`src/rtl/can_pkg.sv`:
```
// Shared types and default timing for the CAN bit timing logic.
// Defaults give 20 tq per bit at 5 clk per tq (500 kbit/s from 50 MHz).
package can_pkg;

    typedef enum logic [1:0] {SEG_SYNC, SEG_TSEG1, SEG_TSEG2} seg_t;

    localparam int DEF_BRP   = 5;
    localparam int DEF_TSEG1 = 15;
    localparam int DEF_TSEG2 = 4;
    localparam int DEF_SJW   = 1;

    // Quantum counter covers the longest segment (16 + 4 lengthen).
    localparam int QCNT_W = 5;
    // Jump amounts hold 0..4.
    localparam int JUMP_W = 3;

endpackage

```
`src/rtl/can_tq_prescaler.sv`:
```
// Divides clk into time quanta; tq_tick marks the last clk of each quantum.
// restart realigns the quantum boundary for a hard resynchronisation.
module can_tq_prescaler #(
    parameter int BRP = 5
) (
    input  logic clk,
    input  logic rst,
    input  logic restart,
    output logic tq_tick
);

    localparam int PW = $clog2(BRP + 1);

    logic [PW-1:0] cnt;

    assign tq_tick = (cnt == PW'(BRP - 1));

    always_ff @(posedge clk or negedge rst) begin
        if (!rst)
            cnt <= '0;
        else if (restart || tq_tick)
            cnt <= '0;
        else
            cnt <= cnt + PW'(1);
    end

endmodule

```
`src/rtl/can_bit_timing.sv`:
```
// CAN bit timing: sequences SYNC/TSEG1/TSEG2 per bit, emits tx and sample
// points, and resynchronises on recessive-to-dominant edges.
module can_bit_timing
    import can_pkg::*;
#(
    parameter int BRP   = DEF_BRP,
    parameter int TSEG1 = DEF_TSEG1,
    parameter int TSEG2 = DEF_TSEG2,
    parameter int SJW   = DEF_SJW
) (
    input  logic clk,
    input  logic rst,
    input  logic rx_sync_edge,
    output logic sample_point,
    output logic tx_point
);

    seg_t              seg;
    logic [QCNT_W-1:0] qcnt;
    logic [JUMP_W-1:0] lengthen;
    logic [JUMP_W-1:0] shorten;
    logic              resync_done;
    logic              restart_pend;
    logic              tq_tick;

    // restart_pend comes out of reset set, so the first clk after release
    // starts SYNC exactly like a hard resync does.
    can_tq_prescaler #(.BRP(BRP)) u_presc (
        .clk     (clk),
        .rst     (rst),
        .restart (restart_pend),
        .tq_tick (tq_tick)
    );

    logic              resync;
    logic              hard_sync;
    logic [QCNT_W-1:0] elapsed;
    logic [QCNT_W-1:0] remain;
    logic [JUMP_W-1:0] len_nxt;
    logic [JUMP_W-1:0] shr_nxt;
    logic [QCNT_W-1:0] tseg1_last;
    logic [QCNT_W-1:0] tseg2_last;

    assign resync  = rx_sync_edge && !resync_done && !restart_pend;
    assign elapsed = qcnt + QCNT_W'(1);
    assign remain  = QCNT_W'(TSEG2) - qcnt;

    always_comb begin
        len_nxt   = lengthen;
        shr_nxt   = shorten;
        hard_sync = 1'b0;
        if (resync) begin
            case (seg)
                SEG_TSEG1: len_nxt = (elapsed < QCNT_W'(SJW)) ? JUMP_W'(elapsed) : JUMP_W'(SJW);
                SEG_TSEG2: begin
                    if (remain <= QCNT_W'(SJW))
                        hard_sync = 1'b1;
                    else
                        shr_nxt = JUMP_W'(SJW);
                end
                default: ;
            endcase
        end
    end

    // Segment ends use this edge's jump so a shorten landing on the final tick applies now.
    assign tseg1_last = QCNT_W'(TSEG1 - 1) + QCNT_W'(len_nxt);
    assign tseg2_last = QCNT_W'(TSEG2 - 1) - QCNT_W'(shr_nxt);

    always_ff @(posedge clk or negedge rst) begin
        if (!rst) begin
            seg          <= SEG_SYNC;
            qcnt         <= '0;
            lengthen     <= '0;
            shorten      <= '0;
            resync_done  <= 1'b0;
            restart_pend <= 1'b1;
            sample_point <= 1'b0;
            tx_point     <= 1'b0;
        end else begin
            sample_point <= 1'b0;
            tx_point     <= 1'b0;
            if (restart_pend) begin
                restart_pend <= 1'b0;
                seg          <= SEG_SYNC;
                qcnt         <= '0;
                lengthen     <= '0;
                shorten      <= '0;
                resync_done  <= 1'b0;
                tx_point     <= 1'b1;
            end else if (hard_sync) begin
                // Hold the FSM this cycle so SYNC starts only once, on the next edge.
                restart_pend <= 1'b1;
                resync_done  <= 1'b1;
            end else begin
                if (resync)
                    resync_done <= 1'b1;
                lengthen <= len_nxt;
                shorten  <= shr_nxt;
                if (tq_tick) begin
                    qcnt <= qcnt + QCNT_W'(1);
                    case (seg)
                        SEG_SYNC: begin
                            seg  <= SEG_TSEG1;
                            qcnt <= '0;
                        end
                        SEG_TSEG1: if (qcnt == tseg1_last) begin
                            seg          <= SEG_TSEG2;
                            qcnt         <= '0;
                            sample_point <= 1'b1;
                        end
                        SEG_TSEG2: if (qcnt == tseg2_last) begin
                            seg         <= SEG_SYNC;
                            qcnt        <= '0;
                            tx_point    <= 1'b1;
                            lengthen    <= '0;
                            shorten     <= '0;
                            resync_done <= 1'b0;
                        end
                        default: seg <= SEG_SYNC;
                    endcase
                end
            end
        end
    end

endmodule

```
`config.mk`:
```
export PLATFORM = sky130hd
export DESIGN_NAME = can_bit_timing
export DESIGN_NICKNAME = d
export VERILOG_FILES = /design/src/rtl/can_pkg.sv /design/src/rtl/can_tq_prescaler.sv /design/src/rtl/can_bit_timing.sv
export SDC_FILE = /design/constraint.sdc
export NUM_CORES = 1
export LEC_CHECK = 0
export ABC_AREA = 1
export BUFFER_PORTS_ARGS = -buffer_cell sky130_fd_sc_hd__buf_2
export CAP_MARGIN = 20
export CORE_ASPECT_RATIO = 1.5
export CORE_MARGIN = 5
export CORE_UTILIZATION = 45
export DETAILED_ROUTE_END_ITERATION = 7
export HOLD_SLACK_MARGIN = 0.08
export PLACE_DENSITY = 0.61
export SKIP_LAST_GASP = 1
export SLEW_MARGIN = 20
export SYNTH_ARGS = -nofsm -noshare
export SYNTH_HDL_FRONTEND = slang
export SYNTH_SLANG_ARGS = --single-unit
```
`constraint.sdc`:
```
create_clock -name clk -period 2.4 [get_ports clk]
set_input_delay 0.36 -clock clk [delete_from_list [all_inputs] [get_ports clk]]
set_output_delay 0.36 -clock clk [all_outputs]
set_load 0.02 [all_outputs]
```
==> results of run 1 <==
-- through the flow --
stage          hold slack, ps  cell area (um^2)  TNS (ps)
2_1_floorplan            64.4              1320         0
3_3_place_gp              319              1390         0
3_5_place_dp              332              1390         0
4_1_cts                   353              1440         0
5_1_grt                   379              1440     -10.3
6_report                  352              1440         0
-- flip-flops by register name, summed over array words and instances (netlist names) --
signal and flops:
lengthen 3, resync_done 1, u_presc.cnt 3, tx_point 1, seg 2, sample_point 1
restart_pend 1, shorten 3, qcnt 5
-- final timing paths --
path | to | slack (ps)
min reg2reg | u_presc.cnt[0] | 470
min | resync_done | 350
max in group asynchronous | restart_pend | 1490
min in group asynchronous | seg[0] | 570
max | seg[0] | 220
max reg2reg | seg[0] | 220
-- power by group --
group | switching [uW] | internal, uW
sequential | 0.199 | 337
combinational | 7.75 | 2.95
clock | 111 | 118
total | 119 | 458
-- tightest hold or removal path: cells and delay by family --
kind / cells / cell delay, ps
simple gates: 2 / 120
buf+inv: 1 / 90
-- routing by layer --
metal  vias up  GRT usage, %  part of all wire (%)
met3        12          2.54                   2.9
met2        22          24.1                    52
li1        555             -                     -
met1       500          19.3                    41
met4         0          7.48                   3.4
met5         -             0                     0
-- cells in the mapped netlist --
cell type,count,area [um^2]
sky130_fd_sc_hd__xor2_2,1,16.3
sky130_fd_sc_hd__a21oi_1,2,10.0
sky130_fd_sc_hd__o21ai_1,1,5.00
sky130_fd_sc_hd__nor2_1,17,63.8
sky130_fd_sc_hd__dfrtp_1,19,475
sky130_fd_sc_hd__nor4_1,1,6.26
sky130_fd_sc_hd__xnor2_2,1,16.3
sky130_fd_sc_hd__xor2_1,4,35.0
sky130_fd_sc_hd__dfstp_2,1,26.3
sky130_fd_sc_hd__or2_1,1,6.26
sky130_fd_sc_hd__inv_2,4,15.0
sky130_fd_sc_hd__nand2_2,3,18.8
sky130_fd_sc_hd__nor3_1,2,10.0
sky130_fd_sc_hd__nand4_1,4,25.0
sky130_fd_sc_hd__o21bai_1,1,7.51
sky130_fd_sc_hd__buf_4,1,7.51
sky130_fd_sc_hd__nand3_4,1,17.5
sky130_fd_sc_hd__nand2_1,51,191
sky130_fd_sc_hd__a21oi_2,1,8.76
sky130_fd_sc_hd__nor2_2,2,12.5
sky130_fd_sc_hd__ha_1,6,75.1
sky130_fd_sc_hd__o21bai_4,1,18.8
sky130_fd_sc_hd__xnor2_1,2,17.5
sky130_fd_sc_hd__o21ai_0,1,5.00
sky130_fd_sc_hd__nand3_1,17,85.1
sky130_fd_sc_hd__buf_6,2,22.5
sky130_fd_sc_hd__nand3_2,2,20.0
sky130_fd_sc_hd__nor2_4,2,22.5
sky130_fd_sc_hd__buf_2,1,5.00
sky130_fd_sc_hd__inv_1,20,75.1
-- area by class of cell --
| class | count | area, um^2 |
|---|---|---|
| Fill cell | 295 | 1440 |
| Multi-Input combinational cell | 124 | 697 |
| Inverter | 24 | 90.1 |
| Timing Repair Buffer | 9 | 60.1 |
| Sequential cell | 20 | 502 |
| Tap cell | 39 | 48.8 |
| Clock buffer | 4 | 45.0 |
-- what timing repair did --
| action | CTS | global route |
|---|---|---|
| hold buffers | 1 | 0 |
| resized for setup | 0 | 2 |
| endpoints found under the setup margin | 0 | 2 |
| hold endpoints to repair | 19 | 0 |
-- cells in the final DEF, fill, tap and decap left out --
master                          Yosys  final
sky130_fd_sc_hd__nor2_2             2      3
sky130_fd_sc_hd__nor2_4             2      2
sky130_fd_sc_hd__nor4_1             1      1
sky130_fd_sc_hd__a21oi_2            1      1
sky130_fd_sc_hd__inv_2              4      4
sky130_fd_sc_hd__nand3_2            2      2
sky130_fd_sc_hd__o21bai_4           1      1
sky130_fd_sc_hd__o21bai_1           1      1
sky130_fd_sc_hd__xor2_2             1      1
sky130_fd_sc_hd__xnor2_2            1      1
sky130_fd_sc_hd__nand3_1           17     17
sky130_fd_sc_hd__nand2_1           51     51
sky130_fd_sc_hd__o21ai_1            1      2
sky130_fd_sc_hd__ha_1               6      6
sky130_fd_sc_hd__nor3_1             2      2
sky130_fd_sc_hd__dlygate4sd3_1      0      1
sky130_fd_sc_hd__nor2_1            17     16
sky130_fd_sc_hd__nand4_1            4      4
sky130_fd_sc_hd__nand3_4            1      1
sky130_fd_sc_hd__xor2_1             4      4
sky130_fd_sc_hd__clkbuf_8           0      3
sky130_fd_sc_hd__dfstp_2            1      1
sky130_fd_sc_hd__dfrtp_1           19     19
sky130_fd_sc_hd__or2_1              1      1
sky130_fd_sc_hd__a21oi_1            2      2
sky130_fd_sc_hd__inv_1             20     20
sky130_fd_sc_hd__buf_4              1      4
sky130_fd_sc_hd__nand2_2            3      3
sky130_fd_sc_hd__buf_2              1      4
sky130_fd_sc_hd__clkbuf_1           0      1
sky130_fd_sc_hd__xnor2_1            2      2
-- logic make-up after synthesis --
family	Yosys count	share of synthesized area (%)
xor+xnor	8	6.44
fa+ha+maj	6	5.68
buf+inv	28	9.47
compound gates	7	4.17
flops	20	38.0
simple gates	103	36.3
==> results.cfg, run 1 <==
[floorplanning]
num_io_pins = 5
floorplan.rows = 24
initial_utilization_pct = 45.8
die_width_um = 54.2
core_area_mm2 = 0.00288
dieArea_mm2 = 0.00414
floorplan.die.height_um = 76.4

[placement]
pre_cts_slack_ps = 210
globalplace.congestion = 0.901
count_of_port_buffers_added_during_placement = 4
place_hpwl_um = 2080
post-place-cells = 215

[pwr]
power_leakage_uw = 0.000733
vdd_ir_drop_max_uv = 303
finalPower_uw = 577
pwr_density_cell_mw_per_mm2 = 400

[min_path]
hold_path.class = in -> reg
timing.hold.worst_path_depth = 3
hold_start = rx_sync_edge

[critical_path]
critical_path_class = reg -> reg
worstPathBufferInverterCount = 1
worst_setup_path_startpoint = qcnt[0]
worst_ep_required_time_ps = 2560
timing.critical_path.from_type = register
cpLargestDelayFamily = simple AND/OR/NAND/NOR gates
cpPeakStageDelay_ps = 380
reg2reg_depth = 14
crit_path_cell_trace = inv_1 > ha_1 > o21bai_1 > nand3_2 > o21bai_4 > nand2_1 > nand2_1 > nand2_2 > nor2_4 > nand2_1 > nand2_2 > nand3_1 > nand2_1 > nand2_1
critical_path.slowest_cell = sky130_fd_sc_hd__dfrtp_1
crit_cells = 14
cp-end-kind = register
crit_top_cell = sky130_fd_sc_hd__nand2_1
critical_path.max_fanout = 5
r2r-start = qcnt[0]
worst_ep_arrival_time_ps = 2340

[cells_and_area]
finalNetCount = 191
num_antenna_cells = 0
final_layout_size_suffix_gt1_share_pct = 17.1
finalCoreUtilization_pct = 50.0
instances_no_fill = 220
area_growth_syn_to_layout_pct = 9.19

[global_routing]
groute.usage.overall_pct = 15.2
grt-ovfl-total = 0
antenna_found_initial = 0
grt_pass1_vias = 1100
grt_first_pass_wirelength_um = 4800
grt_max_degree = 21

[detailed_routing]
dr.first_iter.drc_count = 27
drt_pre_antenna_iters = 4
drt.antenna.violating_nets = 0
route.detailed.vias_per_inst = 4.95
vias = 1089
route.detailed.drc = 0
routed_wl_per_cell_um = 12.0
route.final.wire_length_um = 2650

[sta]
setup_ws_ps = 220
post-route-period-util_pct = 90.8
min_cycle_time_layout_ps = 2180
max_freq_ghz = 0.459
setup_violations = 0
timing.final.max_slew_violations = 0
timing_hold_violations_final = 0
relSlewSlack_pct = 70.8
worst_slew_pin_slew_ps = 437
largest_clock_skew_in_the_final_design_ps = 1.00

[status]
run_status = finished clean

[synth]
avgSynthCellArea_um2 = 7.68
synth.yosys.warnings = 0
mappedNetlistArea_mm2 = 0.00132
syn-instance-count = 172
post_synth_num_cell_types = 30
postSynthRegisterBits = 20
syn-num-nets = 181
seq_area_frac_synth_pct = 38.0

[flow_run]
max_cap_viol_count = 0

[cts]
path_clk_slew_ps = 70
ctsHtreeMaxLevel = 1
tritoncts = yes
cts_root_buf = sky130_fd_sc_hd__clkbuf_8
tritoncts.num_buffers = 3
post_cts_buffers = 0
clock_sink_count = 20
cts_max_path_buffers = 2
worstSkewPairLatency_ps = 260
Power figures use the tool's default switching activity.
==> inputs of run 2 (changes only) <==
PLACE_DENSITY = 0.67   (was 0.61)
REMOVE_ABC_BUFFERS = 1   (was default)
==> results.cfg, run 2 (synthesis gave the netlist of run 1 again) <==
[sta]
timing.final.max_slew_violations = 0
relSlewSlack_pct = 70.1
timing_hold_violations_final = 0
largest_clock_skew_in_the_final_design_ps = 3.87
worst_slew_pin_slew_ps = 448
setup_ws_ps = 227
setup_violations = 0
setup-tns-final_ps = 0
post-route-period-util_pct = 90.5
min_cycle_time_layout_ps = 2170
max_freq_ghz = 0.460

[cells_and_area]
final_common_cell = sky130_fd_sc_hd__nand2_1
area_growth_syn_to_layout_pct = 11.7
finalNetCount = 192
largest_register_ffs = 5
final_layout_size_suffix_gt1_share_pct = 19.8
most-common-layout-cells = sky130_fd_sc_hd__nand2_1, sky130_fd_sc_hd__inv_1, sky130_fd_sc_hd__dfrtp_1
largest_register = qcnt
finalCoreUtilization_pct = 51.2
num_antenna_cells = 0
nFillCells = 293

[cts]
worstSkewPairLatency_ps = 260
clock_sink_count = 20
tritoncts.num_buffers = 3
ctsHtreeMaxLevel = 1
path_clk_slew_ps = 70
cts_max_path_buffers = 2
tritoncts = yes
cts_root_buf = sky130_fd_sc_hd__clkbuf_8

[detailed_routing]
routed_wl_per_cell_um = 13.1
drt_pre_antenna_iters = 4
drt.antenna.violating_nets = 0
route.final.wire_length_um = 2890
dr.first_iter.drc_count = 25
route.detailed.drc = 0
vias = 1086
route.detailed.vias_per_inst = 4.91

[pwr]
pwr_density_cell_mw_per_mm2 = 391
vdd_ir_drop_max_uv = 323
power_leakage_uw = 0.000742
finalPower_uw = 578

[critical_path]
worst_ep_required_time_ps = 2560
crit_top_cell = sky130_fd_sc_hd__nand2_1
critical_path_class = reg -> reg
cpPeakStageDelay_ps = 420
crit_path_cell_trace = inv_2 > nand2_1 > nor2_2 > inv_2 > nand2_1 > ha_1 > xor2_1 > nand3_1 > nor2_1 > nand2_1 > nand2_1 > nand3_1 > nand2_1 > nand2_1
critical_path.max_fanout = 4
worst_ep_arrival_time_ps = 2330
timing.critical_path.from_type = register
cp-end-kind = register
critical_path.slowest_cell = sky130_fd_sc_hd__dfrtp_1

[global_routing]
groute.usage.overall_pct = 17.0
grt_max_degree = 21
grt_pass1_vias = 1235
antenna_found_initial = 0
grt-ovfl-total = 0
grt_first_pass_wirelength_um = 5280

[floorplanning]
floorplan.rows = 24
die_width_um = 54.2
dieArea_mm2 = 0.00414
initial_utilization_pct = 45.8
floorplan.die.height_um = 76.4
core_area_mm2 = 0.00288
num_io_pins = 5

[min_path]
hold_path.class = in -> reg

[placement]
count_of_port_buffers_added_during_placement = 4
place_hpwl_um = 2220
globalplace.congestion = 0.872
pre_cts_slack_ps = 163

[status]
run_status = finished clean

[flow_run]
max_cap_viol_count = 0
[run 2: final timing paths]
kind                                  endpoint  cells past startpoint  slack [ps]      startpoint
worst max-delay path                    seg[0]                     14         230          seg[1]
worst min-delay path               resync_done                      3         360    rx_sync_edge
worst max register to register          seg[0]                     14         230          seg[1]
worst min register to register  u_presc.cnt[0]                      1         480  u_presc.cnt[0]
max in group asynchronous         restart_pend                      2        1490             rst
min in group asynchronous               seg[1]                      2         570             rst
[run 2: stage by stage]
stage	cell area [um^2]	std cells	hold WS, ps
6_report	1480	221	362
3_3_place_gp	1380	214	321
5_1_grt	1480	221	404
2_1_floorplan	1290	168	64.4
3_5_place_dp	1380	214	332
4_1_cts	1430	219	365
[run 2: cell type report]
type                       instances  area (um^2)  area share, %
clock buffer                       4         45.0           3.05
inverter                          24         90.1           6.10
multi-input combinational        124          723           49.0
sequential                        20          502           34.0
tap                               39         48.8           3.31
timing repair buffer              10         67.6           4.58
[run 2: report_power, final]
group          switching, uW  leakage (uW)  internal (uW)  total (uW)
registers              0.200      0.000256            337         337
clock network            111     0.0000228            118         229
logic                   7.92      0.000463           2.94        10.9
total                    119      0.000742            458         578
[run 2: repair_timing]
| action | in CTS | in global routing |
|---|---|---|
| setup endpoints to repair | 0 | 9 |
| buffers inserted | 0 | 2 |
| hold buffers | 1 | 0 |
| resized for setup | 0 | 5 |
| endpoints found under the hold margin | 19 | 0 |
[run 2: metal layers]
metal  up-vias  GRT usage [%]  wire, um
met4         0           6.48        67
met3         7           2.35        39
met5         -              0         0
li1        554              -         -
met1       512           18.9      1110
met2        13           30.5      1660
[run 2: worst max-delay path: cells and delay by family, from the launching register on]
family        cells  cell delay [ps]
flops             1              420
buf+inv           2              180
xor+xnor          1              130
fa+ha+maj         1              260
simple gates     10             1100
==> inputs of run 3 (changes only) <==
CORE_MARGIN = default   (was 5)
==> results.cfg, run 3 (synthesis gave the netlist of run 1 again) <==
[detailed_routing]
route.detailed.drc = 0
route.met2.wl_um = 1540
drt.antenna.violating_nets = 0
met1_length_um = 1110
maxUsedRoutingLayer = met4
route.final.wire_length_um = 2740
routed_wl_per_cell_um = 12.6
dr.first_iter.drc_count = 20
detailroute.wirelength.met3_um = 32
vias = 1102
route.detailed.vias_per_inst = 5.06
drt_pre_antenna_iters = 4

[cts]
tritoncts = yes
cts_root_buf = sky130_fd_sc_hd__clkbuf_8
tritoncts.num_buffers = 3
path_clk_slew_ps = 70
ctsHtreeMaxLevel = 1
worstSkewPairLatency_ps = 260
cts_max_path_buffers = 2
clock_sink_count = 20

[status]
run_status = finished clean

[cells_and_area]
area_growth_syn_to_layout_pct = 11.3
largest_register_ffs = 5
final_layout_size_suffix_gt1_share_pct = 19.3
final_common_cell = sky130_fd_sc_hd__nand2_1
finalNetCount = 191
num_antenna_cells = 0
largest_register = qcnt
most-common-layout-cells = sky130_fd_sc_hd__nand2_1, sky130_fd_sc_hd__inv_1, sky130_fd_sc_hd__dfrtp_1

[sta]
setup_violations = 0
worst_slew_pin_slew_ps = 443
max_freq_ghz = 0.463
post-route-period-util_pct = 90.1
relSlewSlack_pct = 70.5
timing.final.max_slew_violations = 0
timing_hold_violations_final = 0
largest_clock_skew_in_the_final_design_ps = 3.20
setup-tns-final_ps = 0
unrepaired_setup_endpoints_after_global_routing = no
min_cycle_time_layout_ps = 2160

[floorplanning]
floorplan.die.height_um = 68.4
num_io_pins = 5
dieArea_mm2 = 0.00316
core_area_mm2 = 0.00273
initial_utilization_pct = 48.3
floorplan.rows = 23
die_width_um = 46.2

[critical_path]
critical_path.slowest_cell = sky130_fd_sc_hd__dfrtp_1
reg2reg_depth = 14
crit_path_cell_trace = inv_1 > ha_4 > o21bai_1 > nand3_2 > o21bai_4 > nand2_1 > nand2_1 > nand2_1 > nor2_4 > nand2_2 > nand2_1 > nand2_2 > nand3_1 > nand2_1
worst_ep_arrival_time_ps = 2320
critical_path.max_fanout = 5
cpPeakStageDelay_ps = 380
worst_ep_required_time_ps = 2550
crit_top_cell = sky130_fd_sc_hd__nand2_1
timing.critical_path.from_type = register
critical_path_class = reg -> reg
cp-end-kind = register

[min_path]
timing.hold.worst_path_depth = 3
hold_path.class = in -> reg

[global_routing]
groute.usage.overall_pct = 21.0
grt_first_pass_wirelength_um = 4710
grt-ovfl-total = 0
grt_pass1_vias = 1118
antenna_found_initial = 0
grt_max_degree = 21

[pwr]
vdd_ir_drop_max_uv = 319
power_leakage_uw = 0.000742
pwr_density_cell_mw_per_mm2 = 412
finalPower_uw = 605

[placement]
globalplace.congestion = 0.898
place_hpwl_um = 2090
count_of_port_buffers_added_during_placement = 4

[flow_run]
max_cap_viol_count = 0
## run 3: timing repair
| item | CTS | global route |
|---|---|---|
| buffers inserted | 0 | 1 |
| hold endpoints to repair | 19 | 0 |
| setup endpoints to repair | 0 | 7 |
| hold buffers | 1 | 0 |
| resized for setup | 0 | 5 |
## run 3: power breakdown
group,switching (uW),total (uW),internal (uW)
Sequential,0.223,337,337
Clock,111,257,146
Combinational,7.83,10.8,2.94
## run 3: cell type report
class | instances | area (um^2)
Fill cell | 260 | 1260
Multi-Input combinational cell | 124 | 717
Sequential cell | 20 | 502
Inverter | 24 | 90.1
Timing Repair Buffer | 9 | 60.1
Clock buffer | 4 | 55.1
Tap cell | 37 | 46.3
## run 3: final timing paths
kind | endpoint | slack (ps) | start
worst max-delay path | qcnt[1] | 240 | qcnt[1]
worst min-delay path | resync_done | 340 | rx_sync_edge
worst max register to register | qcnt[1] | 240 | qcnt[1]
worst min register to register | u_presc.cnt[0] | 480 | u_presc.cnt[0]
max in group asynchronous | restart_pend | 1490 | rst
min in group asynchronous | seg[1] | 570 | rst
## run 3: metal layers
| metal | up-vias | GRT usage (%) |
|---|---|---|
| met5 | - | 0 |
| met4 | 0 | 9.56 |
| met3 | 8 | 1.85 |
| met1 | 528 | 23.8 |
| met2 | 14 | 38.0 |
| li1 | 552 | - |
## run 3: worst max-delay path, delay by kind of cell, from the launching register on
kind / cells / cell delay (ps)
buffers and inverters: 1 / 130
flip-flops: 1 / 380
AND/OR/NAND/NOR: 10 / 930
AO/OA/AOI/OAI: 2 / 370
adder cells (fa/ha/maj): 1 / 230
## run 3: stage by stage
| stage | cells | hold slack, ps | area, um^2 | util [%] | setup WS (ps) |
|---|---|---|---|---|---|
| 5_1_grt | 218 | 365 | 1470 | 53.8 | 7.28 |
| 3_5_place_dp | 212 | 332 | 1380 | 50.3 | 188 |
| 4_1_cts | 217 | 345 | 1440 | 52.7 | 196 |
| 6_report | 218 | 343 | 1470 | 53.8 | 238 |
| 2_1_floorplan | 168 | 64.4 | 1290 | - | 293 |
| 3_3_place_gp | 212 | 317 | 1380 | 50.3 | 266 |
